File: config.mk
export PLATFORM = sky130hd
export DESIGN_NAME = clink_frame_packer
export DESIGN_NICKNAME = d
export VERILOG_FILES = /design/src/rtl/clink_frame_packer.sv
export SDC_FILE = /design/constraint.sdc
export NUM_CORES = 1
export LEC_CHECK = 0
export CORE_ASPECT_RATIO = 1.4
export CORE_MARGIN = 8
export CORE_UTILIZATION = 40
export CTS_CLUSTER_DIAMETER = 50
export CTS_CLUSTER_SIZE = 28
export DETAILED_ROUTE_END_ITERATION = 12
export REMOVE_ABC_BUFFERS = 1
export SYNTH_ARGS = -nofsm -noshare
export SYNTH_HDL_FRONTEND = slang
export SYNTH_SLANG_ARGS = --single-unit
File: constraint.sdc
create_clock -name clink_X_clk_out -period 3.9 [get_ports clink_X_clk_out]
set_input_delay 0.39 -clock clink_X_clk_out [delete_from_list [all_inputs] [get_ports clink_X_clk_out]]
set_output_delay 0.39 -clock clink_X_clk_out [all_outputs]
set_load 0.005 [all_outputs]
File: src/rtl/clink_frame_packer.sv
// clink_frame_packer
//
// Packs the Camera Link base-configuration pixel stream (three 8-bit taps
// per clock, qualified by fval/lval/dval) into 96-bit AXI4-Stream beats of
// 12 pixels each. One arm request captures exactly one whole frame. The
// camera cannot be stalled, so a small first-word-fall-through FIFO
// decouples the two sides. Lost data is reported through sticky flags.
//
// Ports
//   clink_X_clk_out  pixel clock; the only clock in the block
//   s_axi_aresetn    asynchronous active-low reset
//   d0, d1, d2       tap pixels; d0 is the earliest pixel
//   fval/lval/dval   frame, line and data valid
//   clink_X_ready    deserialiser locked; a low level aborts a capture
//   arm              pulse: capture the next whole frame, clear sticky flags
//   m_axis_*         96-bit AXI4-Stream master (tuser = first beat,
//                    tlast = last beat of the frame)
//   image_end        one-cycle pulse when a frame has completed
//   busy             capture in progress or output data still queued
//   frame_count      completed frames, wrapping
//   overflow         a word was dropped because the FIFO was full
//   partial          a line ended part-way through a word (zero-padded)
//   aborted          capture was cut short by clink_X_ready falling
module clink_frame_packer #(
  parameter int FIFO_DEPTH  = 4,
  parameter int FRAME_CNT_W = 16
) (
  input  logic                   clink_X_clk_out,
  input  logic                   s_axi_aresetn,
  input  logic [7:0]             d0,
  input  logic [7:0]             d1,
  input  logic [7:0]             d2,
  input  logic                   fval,
  input  logic                   lval,
  input  logic                   dval,
  input  logic                   clink_X_ready,
  input  logic                   arm,
  output logic [95:0]            m_axis_tdata,
  output logic                   m_axis_tvalid,
  input  logic                   m_axis_tready,
  output logic                   m_axis_tuser,
  output logic                   m_axis_tlast,
  output logic                   image_end,
  output logic                   busy,
  output logic [FRAME_CNT_W-1:0] frame_count,
  output logic                   overflow,
  output logic                   partial,
  output logic                   aborted
);

  localparam logic [1:0] IDLE     = 2'd0;
  localparam logic [1:0] SYNC     = 2'd1;
  localparam logic [1:0] WAIT_SOF = 2'd2;
  localparam logic [1:0] CAPTURE  = 2'd3;

  localparam int AW = $clog2(FIFO_DEPTH);
  localparam int CW = $clog2(FIFO_DEPTH + 1);
  localparam logic [CW-1:0] DEPTH_C = CW'(FIFO_DEPTH);

  // FIFO entry: {no_end, last, user, data}. no_end marks the tlast word of an
  // aborted frame, whose handshake must not produce image_end.
  localparam int EW = 99;

  logic [1:0]    state, state_nxt;
  logic [1:0]    phase;
  logic [95:0]   acc;
  logic [95:0]   pend_data;
  logic          pend_user;
  logic          pend_valid;
  logic          first_word;
  logic          flush;

  logic [EW-1:0] mem [FIFO_DEPTH];
  logic [AW-1:0] wr_ptr, rd_ptr;
  logic [CW-1:0] count;
  logic          out_noend;

  logic          pix;
  logic          push_en;
  logic [EW-1:0] push_entry;
  logic          pend_load;
  logic          pend_clear;
  logic [95:0]   new_word;
  logic          acc_clear;
  logic          pix_store;
  logic          set_partial;
  logic          set_aborted;
  logic          empty_end;
  logic          end_push;
  logic          flush_set;
  logic          pop;
  logic          accept;
  logic          drop;
  logic          hs_end;
  logic          frame_done;

  assign pix = fval & lval & dval;

  // Capture control. Decides, for this cycle, the next state, what happens
  // to the accumulator and the pending word, and what (if anything) is
  // offered to the FIFO. A pending word is only pushed once its successor
  // exists or the frame ends, so the frame's final word can carry tlast.
  // When a partial word is padded at frame end while another word is still
  // pending, two words become ready together; the older goes out now and the
  // padded one is held for one more cycle (flush) and pushed with tlast.
  always_comb begin
    state_nxt   = state;
    push_en     = 1'b0;
    push_entry  = '0;
    pend_load   = 1'b0;
    pend_clear  = 1'b0;
    new_word    = '0;
    acc_clear   = 1'b0;
    pix_store   = 1'b0;
    set_partial = 1'b0;
    set_aborted = 1'b0;
    empty_end   = 1'b0;
    end_push    = 1'b0;
    flush_set   = 1'b0;

    if (flush) begin
      push_en    = 1'b1;
      push_entry = {1'b0, 1'b1, pend_user, pend_data};
      pend_clear = 1'b1;
      end_push   = 1'b1;
    end

    case (state)
      IDLE: begin
        if (arm) state_nxt = SYNC;
      end
      SYNC: begin
        if (!fval) state_nxt = WAIT_SOF;
      end
      WAIT_SOF: begin
        if (fval) state_nxt = CAPTURE;
      end
      default: begin
        if (!clink_X_ready) begin
          state_nxt   = IDLE;
          set_aborted = 1'b1;
          acc_clear   = 1'b1;
          if (pend_valid) begin
            push_en    = 1'b1;
            push_entry = {1'b1, 1'b1, pend_user, pend_data};
            pend_clear = 1'b1;
          end
        end else if (!fval) begin
          state_nxt = IDLE;
          acc_clear = 1'b1;
          if (phase != 2'd0) begin
            set_partial = 1'b1;
            if (pend_valid) begin
              push_en    = 1'b1;
              push_entry = {1'b0, 1'b0, pend_user, pend_data};
              pend_load  = 1'b1;
              new_word   = acc;
              flush_set  = 1'b1;
            end else begin
              push_en    = 1'b1;
              push_entry = {1'b0, 1'b1, first_word, acc};
              end_push   = 1'b1;
            end
          end else if (pend_valid) begin
            push_en    = 1'b1;
            push_entry = {1'b0, 1'b1, pend_user, pend_data};
            pend_clear = 1'b1;
            end_push   = 1'b1;
          end else begin
            empty_end = 1'b1;
          end
        end else if ((pix && phase == 2'd3) || (!lval && phase != 2'd0)) begin
          // Word complete: either the fourth pixel arrived, or the line
          // ended early and the zero-filled remainder of acc is the padding.
          acc_clear   = 1'b1;
          set_partial = !pix;
          pend_load   = 1'b1;
          new_word    = pix ? {d2, d1, d0, acc[71:0]} : acc;
          if (pend_valid) begin
            push_en    = 1'b1;
            push_entry = {1'b0, 1'b0, pend_user, pend_data};
          end
        end else if (pix) begin
          pix_store = 1'b1;
        end
      end
    endcase
  end

  // A push into a full FIFO still succeeds if a word leaves in the same
  // cycle; otherwise it is dropped. pop moves the head into the output
  // register, which is why tvalid follows a push by one cycle.
  assign pop        = (count != '0) && (!m_axis_tvalid || m_axis_tready);
  assign accept     = push_en && ((count != DEPTH_C) || pop);
  assign drop       = push_en && !accept;
  assign hs_end     = m_axis_tvalid && m_axis_tready && m_axis_tlast && !out_noend;
  // A frame whose tlast word was dropped completes at the fval fall instead.
  assign frame_done = hs_end || empty_end || (drop && end_push);

  assign busy = (state != IDLE) || (count != '0) || m_axis_tvalid || flush || pend_valid;

  // FIFO storage; contents need no reset because count/pointers define them.
  always_ff @(posedge clink_X_clk_out) begin
    if (accept) mem[wr_ptr] <= push_entry;
  end

  // Capture datapath, FIFO pointers, output register and status.
  always_ff @(posedge clink_X_clk_out or negedge s_axi_aresetn) begin
    if (!s_axi_aresetn) begin
      state         <= IDLE;
      phase         <= 2'd0;
      acc           <= '0;
      pend_data     <= '0;
      pend_user     <= 1'b0;
      pend_valid    <= 1'b0;
      first_word    <= 1'b0;
      flush         <= 1'b0;
      wr_ptr        <= '0;
      rd_ptr        <= '0;
      count         <= '0;
      m_axis_tdata  <= '0;
      m_axis_tvalid <= 1'b0;
      m_axis_tuser  <= 1'b0;
      m_axis_tlast  <= 1'b0;
      out_noend     <= 1'b0;
      image_end     <= 1'b0;
      frame_count   <= '0;
      overflow      <= 1'b0;
      partial       <= 1'b0;
      aborted       <= 1'b0;
    end else begin
      state <= state_nxt;
      flush <= flush_set;

      if (state == WAIT_SOF && fval) first_word <= 1'b1;
      else if (pend_load)             first_word <= 1'b0;

      if (acc_clear) begin
        acc   <= '0;
        phase <= 2'd0;
      end else if (pix_store) begin
        case (phase)
          2'd0:    acc[23:0]  <= {d2, d1, d0};
          2'd1:    acc[47:24] <= {d2, d1, d0};
          default: acc[71:48] <= {d2, d1, d0};
        endcase
        phase <= phase + 2'd1;
      end

      if (pend_load) begin
        pend_valid <= 1'b1;
        pend_data  <= new_word;
        pend_user  <= first_word;
      end else if (pend_clear) begin
        pend_valid <= 1'b0;
      end

      if (accept) wr_ptr <= wr_ptr + 1'b1;
      if (pop) begin
        {out_noend, m_axis_tlast, m_axis_tuser, m_axis_tdata} <= mem[rd_ptr];
        m_axis_tvalid <= 1'b1;
        rd_ptr        <= rd_ptr + 1'b1;
      end else if (m_axis_tready) begin
        m_axis_tvalid <= 1'b0;
        m_axis_tuser  <= 1'b0;
        m_axis_tlast  <= 1'b0;
        out_noend     <= 1'b0;
      end

      case ({accept, pop})
        2'b10:   count <= count + 1'b1;
        2'b01:   count <= count - 1'b1;
        default: count <= count;
      endcase

      image_end <= frame_done;
      if (frame_done) frame_count <= frame_count + 1'b1;

      // arm clears the sticky flags, but an event in the same cycle wins.
      overflow <= (overflow && !arm) || drop;
      partial  <= (partial  && !arm) || set_partial;
      aborted  <= (aborted  && !arm) || set_aborted;
    end
  end

endmodule

Yosys cells after proc, flatten, opt, wreduce, memory -nomap -nowiden
Memory sizes are Yosys's and may differ from the RTL's.
Cells that the tools add are included.
Widths: inputs -> output; s select.
{"block": "totals", "register_bits": 303, "ramBits": 396, "inputBits": 32, "output_inout_bits": 120, "elab_cells": 180, "n_memories": 1}
{"name": "mem", "words": 4, "width": 99, "rd": 1, "rd_clocked_by_memory_dff": 0, "wr": 1, "line_no": "73", "source": "logic [EW-1:0] mem [FIFO_DEPTH];"}
{"block": "classes", "n_addsub": 6, "n_eq_ne": 12, "n_mux": 87, "bitwise_logic": 2, "reduce_logical": 49}
{"cell": "$mux 99", "count": 8}
{"cell": "$mux 96", "count": 5}
{"cell": "$mux 72", "count": 4}
{"cell": "$mux 98", "count": 2}
{"cell": "$mux 24", "count": 3}
{"cell": "$mux 1", "count": 56}
{"cell": "$reduce_bool 2->1", "count": 9}
{"cell": "$add 16x1->16 const B", "count": 1}
{"cell": "$mux 2", "count": 7}
{"cell": "$logic_and 1x1->1", "count": 13}
{"cell": "$logic_or 1x1->1", "count": 12}
{"cell": "$add 2x1->2 const B", "count": 3}
{"cell": "$eq 2x1->1 const B", "count": 3}
{"cell": "$eq 2x2->1 const B", "count": 3}
{"cell": "$logic_not 1->1", "count": 6}
{"cell": "$ne 2x2->1 const B", "count": 3}
{"cell": "$pmux 2 s3", "count": 1}
{"cell": "$pmux 3 s2", "count": 1}
{"cell": "$reduce_and 2->1", "count": 3}
{"cell": "$logic_not 2->1", "count": 2}
{"cell": "$ne 4x2->1 const B", "count": 1}
{"cell": "$reduce_and 4->1", "count": 1}
{"cell": "$add 3x1->3 const B", "count": 1}
{"cell": "$ne 3x3->1 const B", "count": 1}
{"cell": "6 further kinds", "count": 7}

Depth between registers and ports, before layout
Gate-level depths: netlist of run 1.
{"block": "depth", "word_depth": 13, "depth_mapped": 10}

Worst setup path after synthesis of run 1
Ideal clock, no wire load.
{"block": "synth_timing", "path_type": "flip-flop to flip-flop", "startpoint": "reg phase[0]", "endpoint": "mem mem[0][0] (enable)", "setup_time_ps": 469, "arrival_ps": 3840, "required_ps": 3431, "path_slack_ps": -409, "path_stages_with_launch": 8, "n_path_buf": 1, "synth_period_minus_slack_ps": 4309, "path_cell_list": "dfrtp_1 -> inv_1 -> ha_1 -> or3b_1 -> a21oi_1 -> and3b_1 -> buf_2 -> and2_1"}
{"block": "synth_via", "elab_chain_cells": 10, "elab_cells_between_ends": 13}
{"element": "start: declaration", "line_no": "65", "source": "logic [1:0] phase;"}
{"element": "start signal: assignment", "line_no": "247", "source": "phase <= phase + 2'd1;"}
{"element": "$eq 2x2->1 / $reduce_bool 2->1 (equally long branches)", "line_no": "172, 151"}
{"element": "$logic_and 1x1->1", "line_no": "172", "source": "end else if ((pix && phase == 2'd3) || (!lval && phase != 2'd0)) begin"}
{"element": "$logic_or 1x1->1", "line_no": "172"}
{"element": "$mux 1", "line_no": "172"}
{"element": "$mux 1 (*)", "line_no": "148", "source": "end else if (!fval) begin"}
{"element": "$mux 1 (*)", "line_no": "139", "source": "if (!clink_X_ready) begin"}
{"element": "$mux 1 (*)", "line_no": "128", "source": "case (state)"}
{"element": "$logic_and 1x1->1 (*)", "line_no": "194", "source": "assign accept = push_en && ((count != DEPTH_C) || pop);"}
{"element": "$mux 1 (*)", "line_no": "204", "source": "if (accept) mem[wr_ptr] <= push_entry;"}
{"element": "$mux 1 (not written as such) (*)", "line_no": "204"}
{"element": "end: declaration", "line_no": "73"}
Every way passes the cells marked *; elsewhere a longest branch is shown, timed or not.

Final worst setup path of run 1
{"block": "layout_timing", "startpoint": "reg phase[0]", "endpoint": "mem mem[2][38] (enable)"}
The elaborated chain is that of the path after synthesis.

==> flow_metrics.tcl, run 1 <==
set metrics [dict create \
    status "complete, no violations" \
    synth_edf_count 396 \
    synth_compound_area_share_pct 4.87 \
    design_area_sq_um 31600 \
    first_pass_iters 6 \
    ys_async_sr_fraction_pct 43.3 \
    cts_root_buf "clkbuf_16" \
    area_growth_pct 16.1 \
    power_uw 18200 \
    p_leak_uw 0.0112 \
    via_per_inst 5.30 \
    crit_path_start_kind "flop" \
    gp_congestion 0.748 \
    cts.sinks 699 \
    vdd_ir_drop_max_v 0.000508 \
    path_cells "inv_1 > ha_1 > buf_4 > or3b_1 > a21oi_1 > and3b_1 > and2_4 > buf_12" \
    h-tree-depth 2 \
    cts_buffer_depth 3 \
    grt_pass1_wl_microns 93000 \
    worstSetupEndpointType "flop" \
    post_cts_resized 0 \
    syn_avg_cell_area_sq_um 16.7 \
    numCtsBuffers 44 \
    yosysUniqueCellTypes 49 \
    io_pins 152 \
    yosysWarnings 0 \
    criticalPathCategory "flop to flop" \
    clock_latency_ns 0.62 \
    clk_pin_slew_worst_paths_ns 0.10 \
    grt_max_degree 105 \
    post-route-period-util_pct 79.3 \
    syn_area_sq_um 27200 \
    fmax_mhz 323 \
    timing.final.crit_period_ns 3.09 \
    drt_iter0_drc 733 \
    grt_pass1_vias 15300 \
    path_max_fanout 27 \
    rows 113 \
    pre_cts_ws_ns 0.804 \
    yosys.area_share.adder_pct 0.625 \
    skew_ns 0.0401 \
    cap_viol_max_count 0 \
    synthSimpleGateAreaFrac_pct 4.94 \
    dpl-instance-area_sq_um 30000 \
    worst_pin_slew_ns 0.991 \
    final_cell_mix "edfxtp_1, dfrtp_1, nand2_1, clkdlybuf4s50_1, mux2_2" \
    synth_seq_cells 699 \
    hold_slack_ns 0.392 \
    cts_tree "yes" \
    wl_microns 59400 \
    post_drt_wl_per_cell_microns 22.3 \
    finalMaxSlewViolations 0 \
    dp_hpwl_microns 35400 \
    die_y_microns 325 \
    finalWorstSetupSlack_ns 0.807 \
    nets 1809 \
    drc 0 \
    critical_path_required_ns 4.19 \
    ant_nets 0 \
    grt_setup_unrepaired "no" \
    synth_top_family_by_area "multiplexers" \
    cp_slowest_stage_delay_ns 0.52 \
    critPathSlowestCell "and2_4" \
    cellPowerDensity_nw_per_um2 577 \
    worstPathArrival_ns 3.38 \
    netlist_instances 1627 \
    holdBufCountCts 1 \
    fin_util_pct 46.8 \
    relSlewSlack_pct 33.9 \
    port_buffers 151 \
    start_util_pct 40.3 \
    antenna_found_initial 3 \
    vias 14100 \
    core-area_sq_um 67600 \
    die_w_microns 237 \
    synth_xor_area_share_pct 0.675 \
    fp.dieArea_sq_um 76800 \
    finalHoldViolations 0 \
    layout-drive-gt1-share_pct 20.6 \
    yosysSeqAreaShare_pct 71.5 \
    final_common_cell "edfxtp_1" \
    grt_overflow 0 \
    setup_viol 0 \
    synthFlopType "edfxtp_1" \
    track_usage_pct 15.6 \
    post_cts_buffers 0 \
    synth_mux_area_share_pct 15.4 \
    rrSetupSlack_ns 0.81 \
    min_path_type "primary input to flop" \
]
==> power breakdown <==
group	internal, uW	switching [uW]
logic	2180	1690
clock network	2460	2800
registers	8490	605
total	13100	5090
==> through the flow <==
stage / cells / setup TNS [ns]
2_1_floorplan: 1529 / -665.03
3_3_place_gp: 2579 / 0
4_1_cts: 2662 / 0
3_5_place_dp: 2579 / 0
5_1_grt: 2662 / 0
6_report: 2663 / 0
==> state kept, by name (all words and copies together) (netlist names), 2 cells and up <==
register      flops
count             3
frame_count      16
pend_data        96
phase             2
state             2
m_axis_tdata     96
acc              72
rd_ptr            2
wr_ptr            2
mem             396
==> critical path: cells and delay by family, from the launching register on <==
kind                       cells  cell delay (ns)
AOI/OAI and AO/OA              1             0.22
adders and majority gates      1             0.19
buffers and inverters          3             0.52
DFF                            1             0.43
and+or+nand+nor                3             1.36
==> worst paths after layout <==
check	startpoint	to	depth (start not counted)
worst min-delay path	arm	partial$_DFF_PN0_	2
worst max register to register	phase[0]$_DFFE_PN0P_	mem[2][38]$_DFFE_PP_	8
worst min register to register	frame_count[15]$_DFFE_PN0P_	frame_count[15]$_DFFE_PN0P_	1
worst max-delay path	phase[0]$_DFFE_PN0P_	mem[2][38]$_DFFE_PP_	8
max in group asynchronous	s_axi_aresetn	count[1]$_DFFE_PN0P_	4
min in group asynchronous	s_axi_aresetn	m_axis_tdata[28]$_DFFE_PN0P_	2
==> cells by family (layout without fill, tap and decap cells) <==
logic type | count (synthesis) | after routing
buf+inv | 115 | 288
mux | 273 | 273
flops | 699 | 699
xor+xnor | 21 | 21
other cells | 0 | 1
compound gates | 201 | 201
simple gates | 305 | 305
fa+ha+maj | 13 | 13
==> layout make-up <==
type                    instances  area, sq um
diodes                          1         2.50
clock buffers                  54         1190
clock inverters                28          444
fillers                      5840        36000
inverters                      17         63.8
multi-input cells             813         7280
flip-flops and latches        699        19500
well taps                     862         1080
repair buffers                189         2070
==> synthesized netlist by cell type, types with 8 or more instances <==
cell / instances / area [sq um]
mux2_2: 138 / 1550
edfxtp_1: 396 / 11900
dfrtp_1: 303 / 7580
buf_2: 40 / 200
mux2_1: 35 / 394
nand2_1: 210 / 788
nor3_1: 8 / 40.0
inv_1: 17 / 63.8
mux4_2: 99 / 2230
o21ai_0: 30 / 150
clkbuf_1: 44 / 165
and2_1: 34 / 213
nor2_1: 18 / 67.6
ha_1: 12 / 150
a21oi_1: 81 / 405
a22o_1: 75 / 657
xor2_1: 14 / 123
==> routing by layer <==
| metal | up-vias | global-route usage [%] | routed length (microns) |
|---|---|---|---|
| li1 | 6377 | - | - |
| met1 | 7387 | 19.0 | 24300 |
| met2 | 271 | 27.9 | 30900 |
| met3 | 81 | 3.03 | 2650 |
| met4 | 4 | 4.43 | 1450 |
| met5 | - | 0 | 26 |
No activity file was read; power rests on OpenSTA's default activity.
==> inputs of run 2 (changes only) <==
==> constraint.sdc (replaced) <==
create_clock -name clink_X_clk_out -period 2.9 [get_ports clink_X_clk_out]
set_input_delay 0.29 -clock clink_X_clk_out [delete_from_list [all_inputs] [get_ports clink_X_clk_out]]
set_output_delay 0.29 -clock clink_X_clk_out [all_outputs]
set_load 0.005 [all_outputs]
==> flow_metrics.tcl, run 2 (same netlist as run 1, synthesis figures left out) <==
set metrics [dict create \
    finalHoldViolations 0 \
    die_w_microns 237 \
    n_antenna_cell 0 \
    largest_reg_flops 396 \
    finalMaxSlewViolations 0 \
    cts_tree "yes" \
    vias 14300 \
    cap_viol_max_count 0 \
    first_pass_iters 4 \
    post-route-period-util_pct 92.6 \
    post_cts_buffers 0 \
    worst_pin_slew_ns 0.601 \
    finalSetupTns_ns 0 \
    post_drt_wl_per_cell_microns 22.7 \
    nets 1823 \
    n_fill_cell 5717 \
    track_usage_pct 15.9 \
    cts_root_buf "clkbuf_16" \
    min_path_type "primary input to asynchronous set/reset pin" \
    grt_overflow 0 \
    layout-drive-gt1-share_pct 21.6 \
    critical_path_required_ns 3.17 \
    status "complete, no violations" \
    relSlewSlack_pct 59.9 \
    fmax_mhz 372 \
    port_buffers 151 \
    numCtsBuffers 48 \
    grt_max_degree 98 \
    worstSetupEndpointType "flop" \
    core-area_sq_um 67600 \
    skew_ns 0.0484 \
    worstPathArrival_ns 2.96 \
    path_max_fanout 22 \
    wl_microns 60800 \
    grt_setup_unrepaired "no" \
    grt_pass1_vias 15800 \
    fp.dieArea_sq_um 76800 \
    hold_slack_ns 0.233 \
    vdd_ir_drop_max_v 0.000627 \
    final_common_cell "edfxtp_1" \
    cellPowerDensity_nw_per_um2 787 \
    start_util_pct 40.3 \
    ant_nets 0 \
    area_growth_pct 17.7 \
    final_cells 2680 \
    io_pins 152 \
    h-tree-depth 2 \
    criticalPathCategory "flop to flop" \
    clock_latency_ns 0.63 \
    drc 0 \
    crit_path_start_kind "flop" \
    drt_iter0_drc 810 \
    dp_hpwl_microns 36200 \
    final_cell_mix "edfxtp_1, dfrtp_1, nand2_1, clkdlybuf4s50_1, mux2_2" \
    die_y_microns 325 \
    clk_pin_slew_worst_paths_ns 0.09 \
    antenna_found_initial 1 \
    cts.sinks 699 \
    largest_register "mem" \
    rows 113 \
    timing.final.crit_period_ns 2.69 \
    p_leak_uw 0.0114 \
    gp_congestion 0.781 \
    fin_util_pct 47.4 \
    dpl.cell_count 2589 \
    grt_pass1_wl_microns 95700 \
    via_per_inst 5.32 \
    reg_top3 "mem x396, m_axis_tdata x96, pend_data x96" \
    power_uw 25200 \
    setup_viol 0 \
    cts_buffer_depth 3 \
]
-- run 2: cell count changes in the layout (fill, tap and decap cells not counted), moves of 3 or more --
cell,before,now
clkbuf_16,46,49
clkinvlp_4,3,0
buf_6,0,3
bufinv_16,1,4
clkbuf_1,7,1
buf_12,21,35
buf_4,16,9
inv_16,2,6
clkinv_8,7,4
inv_6,2,6
-- run 2: where the power goes --
group / internal (uW) / total [uW] / switching, uW / leakage [uW]
Sequential: 11400 / 12200 / 755 / 0.00715
Clock: 3790 / 7720 / 3920 / 0.000888
Combinational: 3000 / 5340 / 2340 / 0.00334
Total: 18200 / 25200 / 7020 / 0.0114
-- run 2: metal layers --
layer	up-vias	wire, microns	track usage [%]
met5	-	13	0
met4	2	1460	4.48
met3	88	2490	2.72
met2	257	32100	28.8
met1	7494	24700	19.5
li1	6413	-	-
-- run 2: critical path, cell delays in order, from the launching register on --
cell     delay [ns]
dfrtp_1        0.42
inv_1          0.06
ha_1           0.27
or3b_1         0.46
a21oi_1        0.20
and3b_1        0.35
and2_4         0.29
buf_6          0.28
-- run 2: repair_timing --
action / 4_1_cts / 5_1_grt
endpoints found under the setup margin: 0 / 13
hold buffers: 1 / 0
hold endpoints to repair: 53 / 0
gates resized for setup: 0 / 3
-- run 2: worst paths after layout --
| path | start | cells past startpoint | slack [ns] | end |
|---|---|---|---|---|
| setup / recovery | phase[0]$_DFFE_PN0P_ | 7 | 0.21 | mem[3][82]$_DFFE_PP_ |
| hold / removal | s_axi_aresetn | 2 | 0.23 | m_axis_tdata[28]$_DFFE_PN0P_ |
| setup reg to reg | phase[0]$_DFFE_PN0P_ | 7 | 0.21 | mem[3][82]$_DFFE_PP_ |
| hold reg to reg | pend_data[95]$_DFFE_PN0P_ | 2 | 0.48 | pend_data[95]$_DFFE_PN0P_ |
| max in group asynchronous | s_axi_aresetn | 3 | 1.84 | m_axis_tdata[14]$_DFFE_PN0P_ |
| min in group clink_X_clk_out | arm | 2 | 0.32 | partial$_DFF_PN0_ |
-- run 2: layout make-up --
class / instances / area (sq um) / area share [%]
tap: 862 / 1080 / 3.36
clock inverter: 39 / 576 / 1.80
inverter: 17 / 63.8 / 0.199
timing repair buffer: 199 / 2330 / 7.26
sequential: 699 / 19500 / 60.8
clock buffer: 51 / 1240 / 3.88
multi-input combinational: 813 / 7280 / 22.7
-- run 2: metrics by stage --
stage / setup WS [ns] / area [sq um]
after floorplan: -3.66 / 26800
after global placement: 0.147 / 30200
after detailed placement: 0.109 / 30200
after CTS: 0.112 / 32000
after global routing: 0.0846 / 32100
final: 0.214 / 32100
==> inputs of run 3 (changes only) <==
==> constraint.sdc (replaced) <==
create_clock -name clink_X_clk_out -period 2.9 [get_ports clink_X_clk_out]
set_input_delay 0.725 -clock clink_X_clk_out [delete_from_list [all_inputs] [get_ports clink_X_clk_out]]
set_output_delay 0.725 -clock clink_X_clk_out [all_outputs]
set_load 0.005 [all_outputs]
==> flow_metrics.tcl, run 3 (same netlist as run 1, synthesis figures left out) <==
set metrics [dict create \
    vias 14400 \
    final_cell_mix "edfxtp_1, dfrtp_1, nand2_1, clkdlybuf4s50_1, mux2_2" \
    cp_slowest_stage_delay_ns 0.48 \
    final_common_cell "edfxtp_1" \
    grt_max_degree 75 \
    worst_pin_slew_ns 0.605 \
    setup_viol 0 \
    first_pass_iters 5 \
    wl_microns 62800 \
    cts_buffer_depth 3 \
    skew_ns 0.0429 \
    crit-reg2reg-launch "phase[0]$_DFFE_PN0P_" \
    cts_root_buf "clkbuf_16" \
    rrSetupSlack_ns 0.28 \
    port_buffers 151 \
    worstPathArrival_ns 2.05 \
    dp_hpwl_microns 38100 \
    die_y_microns 325 \
    crit_path_start_kind "flop" \
    design_area_sq_um 32600 \
    p_leak_uw 0.0116 \
    finalHoldViolations 0 \
    dpl-instance-area_sq_um 30600 \
    pre_cts_ws_ns -0.137 \
    path_max_fanout 3 \
    clock_latency_ns 0.64 \
    path_cells "nor3_2 > nand4_1 > clkdlybuf4s50_1" \
    hp-start "frame_count[15]$_DFFE_PN0P_" \
    finalWorstSetupSlack_ns 0.127 \
    r2r_cells 7 \
    power_uw 25900 \
    grt_pass1_vias 15400 \
    clk_pin_slew_worst_paths_ns 0.08 \
    relSlewSlack_pct 59.5 \
    holdPathStages 1 \
    layout-drive-gt1-share_pct 23.4 \
    status "complete, no violations" \
    grt_setup_unrepaired "no" \
    criticalPathCategory "flop to primary output" \
    drc 0 \
    post_drt_wl_per_cell_microns 23.1 \
    timing.final.crit_period_ns 2.77 \
    post-route-period-util_pct 95.6 \
    cp_num_buf_inv 1 \
    fp.dieArea_sq_um 76800 \
    io_pins 152 \
    drt_iter0_drc 985 \
    area_growth_pct 19.6 \
    worstSetupEndpointType "primary output" \
    fin_util_pct 48.2 \
    cellPowerDensity_nw_per_um2 795 \
    critical_path_required_ns 2.17 \
    nets 1856 \
    die_w_microns 237 \
    largest_reg_flops 396 \
    start_util_pct 40.3 \
    cts.sinks 699 \
    grt_pass1_wl_microns 96400 \
    via_per_inst 5.29 \
    core-area_sq_um 67600 \
    numCtsBuffers 53 \
    cp_top_family "simple AND/OR/NAND/NOR gates" \
    cap_viol_max_count 0 \
    fmax_mhz 361 \
    reg_top3 "mem x396, m_axis_tdata x96, pend_data x96" \
    critPathSlowestCell "clkdlybuf4s50_1" \
    rr_endpoint "mem[3][49]$_DFFE_PP_" \
    vdd_ir_drop_max_v 0.000534 \
    min_to "frame_count[15]$_DFFE_PN0P_" \
    antenna_found_initial 1 \
    h-tree-depth 2 \
    cts_tree "yes" \
    rows 113 \
    min_path_type "flop to flop" \
    post_cts_buffers 0 \
    gp_congestion 0.783 \
    ant_nets 0 \
    finalMaxSlewViolations 0 \
    track_usage_pct 16.3 \
    grt_overflow 0 \
    n_antenna_cell 0 \
    largest_register "mem" \
]
-- run 3: changes by cell type in the layout (fill, tap and decap cells not counted), sizes merged --
cell,change
clkinvlp,+3
clkinv,+2
clkbuf,+5
buf,+28
inv,+2
bufinv,-2
-- run 3: cell type report --
cell class,count,area (sq um)
tap,862,1080
fill,5679,35000
sequential,699,19500
inverter,17,63.8
clock inverter,44,598
timing repair buffer,227,2670
clock buffer,56,1390
multi-input combinational,813,7290
-- run 3: worst max-delay path by stage --
| stage | startpoint | endpoint | slack (ns) | cells after the start |
|---|---|---|---|---|
| finish | count[1]$_DFFE_PN0P_ | busy | 0.13 | 3 |
| global route | count[1]$_DFFE_PN0P_ | busy | 0.04 | 3 |
| CTS | count[1]$_DFFE_PN0P_ | busy | 0.09 | 3 |
| detailed placement | clink_X_ready | mem[2][77]$_DFFE_PP_ | -0.14 | 6 |
| global placement | lval | count[2]$_DFFE_PN0P_ | -0.1 | 9 |
| floorplan | phase[0]$_DFFE_PN0P_ | pend_data[0]$_DFFE_PN0P_ | -3.66 | 6 |
-- run 3: report_power, final --
group	switching, uW	internal [uW]
sequential	807	11400
combinational	2390	3140
clock	4120	4010
total	7320	18600
-- run 3: repair_timing --
item,4_1_cts,5_1_grt
hold buffers,1,0
endpoints found under the hold margin,24,0
setup endpoints to repair,1,0
gates resized for setup,1,0
-- run 3: routing by layer --
metal / share of wire [%] / up-vias / global-route usage [%]
li1: - / 6473 / -
met1: 41 / 7541 / 20.5
met2: 52 / 278 / 29.0
met3: 4.4 / 89 / 2.97
met4: 2.1 / 2 / 4.24
met5: 0.021 / - / 0
-- run 3: stage by stage --
stage | hold WS, ns | TNS [ns] | cells
2_1_floorplan | 0.429 | -1614.64 | 1529
3_3_place_gp | 0.455 | -22.63 | 2617
3_5_place_dp | 0.464 | -43.21 | 2617
4_1_cts | 0.474 | 0 | 2718
5_1_grt | 0.509 | 0 | 2718
6_report | 0.467 | 0 | 2718
-- run 3: worst reg2reg max path: stages (launching register included) --
cell	delay, ns
dfrtp_1	0.42
inv_1	0.07
ha_1	0.27
or3b_1	0.43
a21oi_1	0.21
and3b_1	0.35
and2_4	0.29
buf_12	0.25
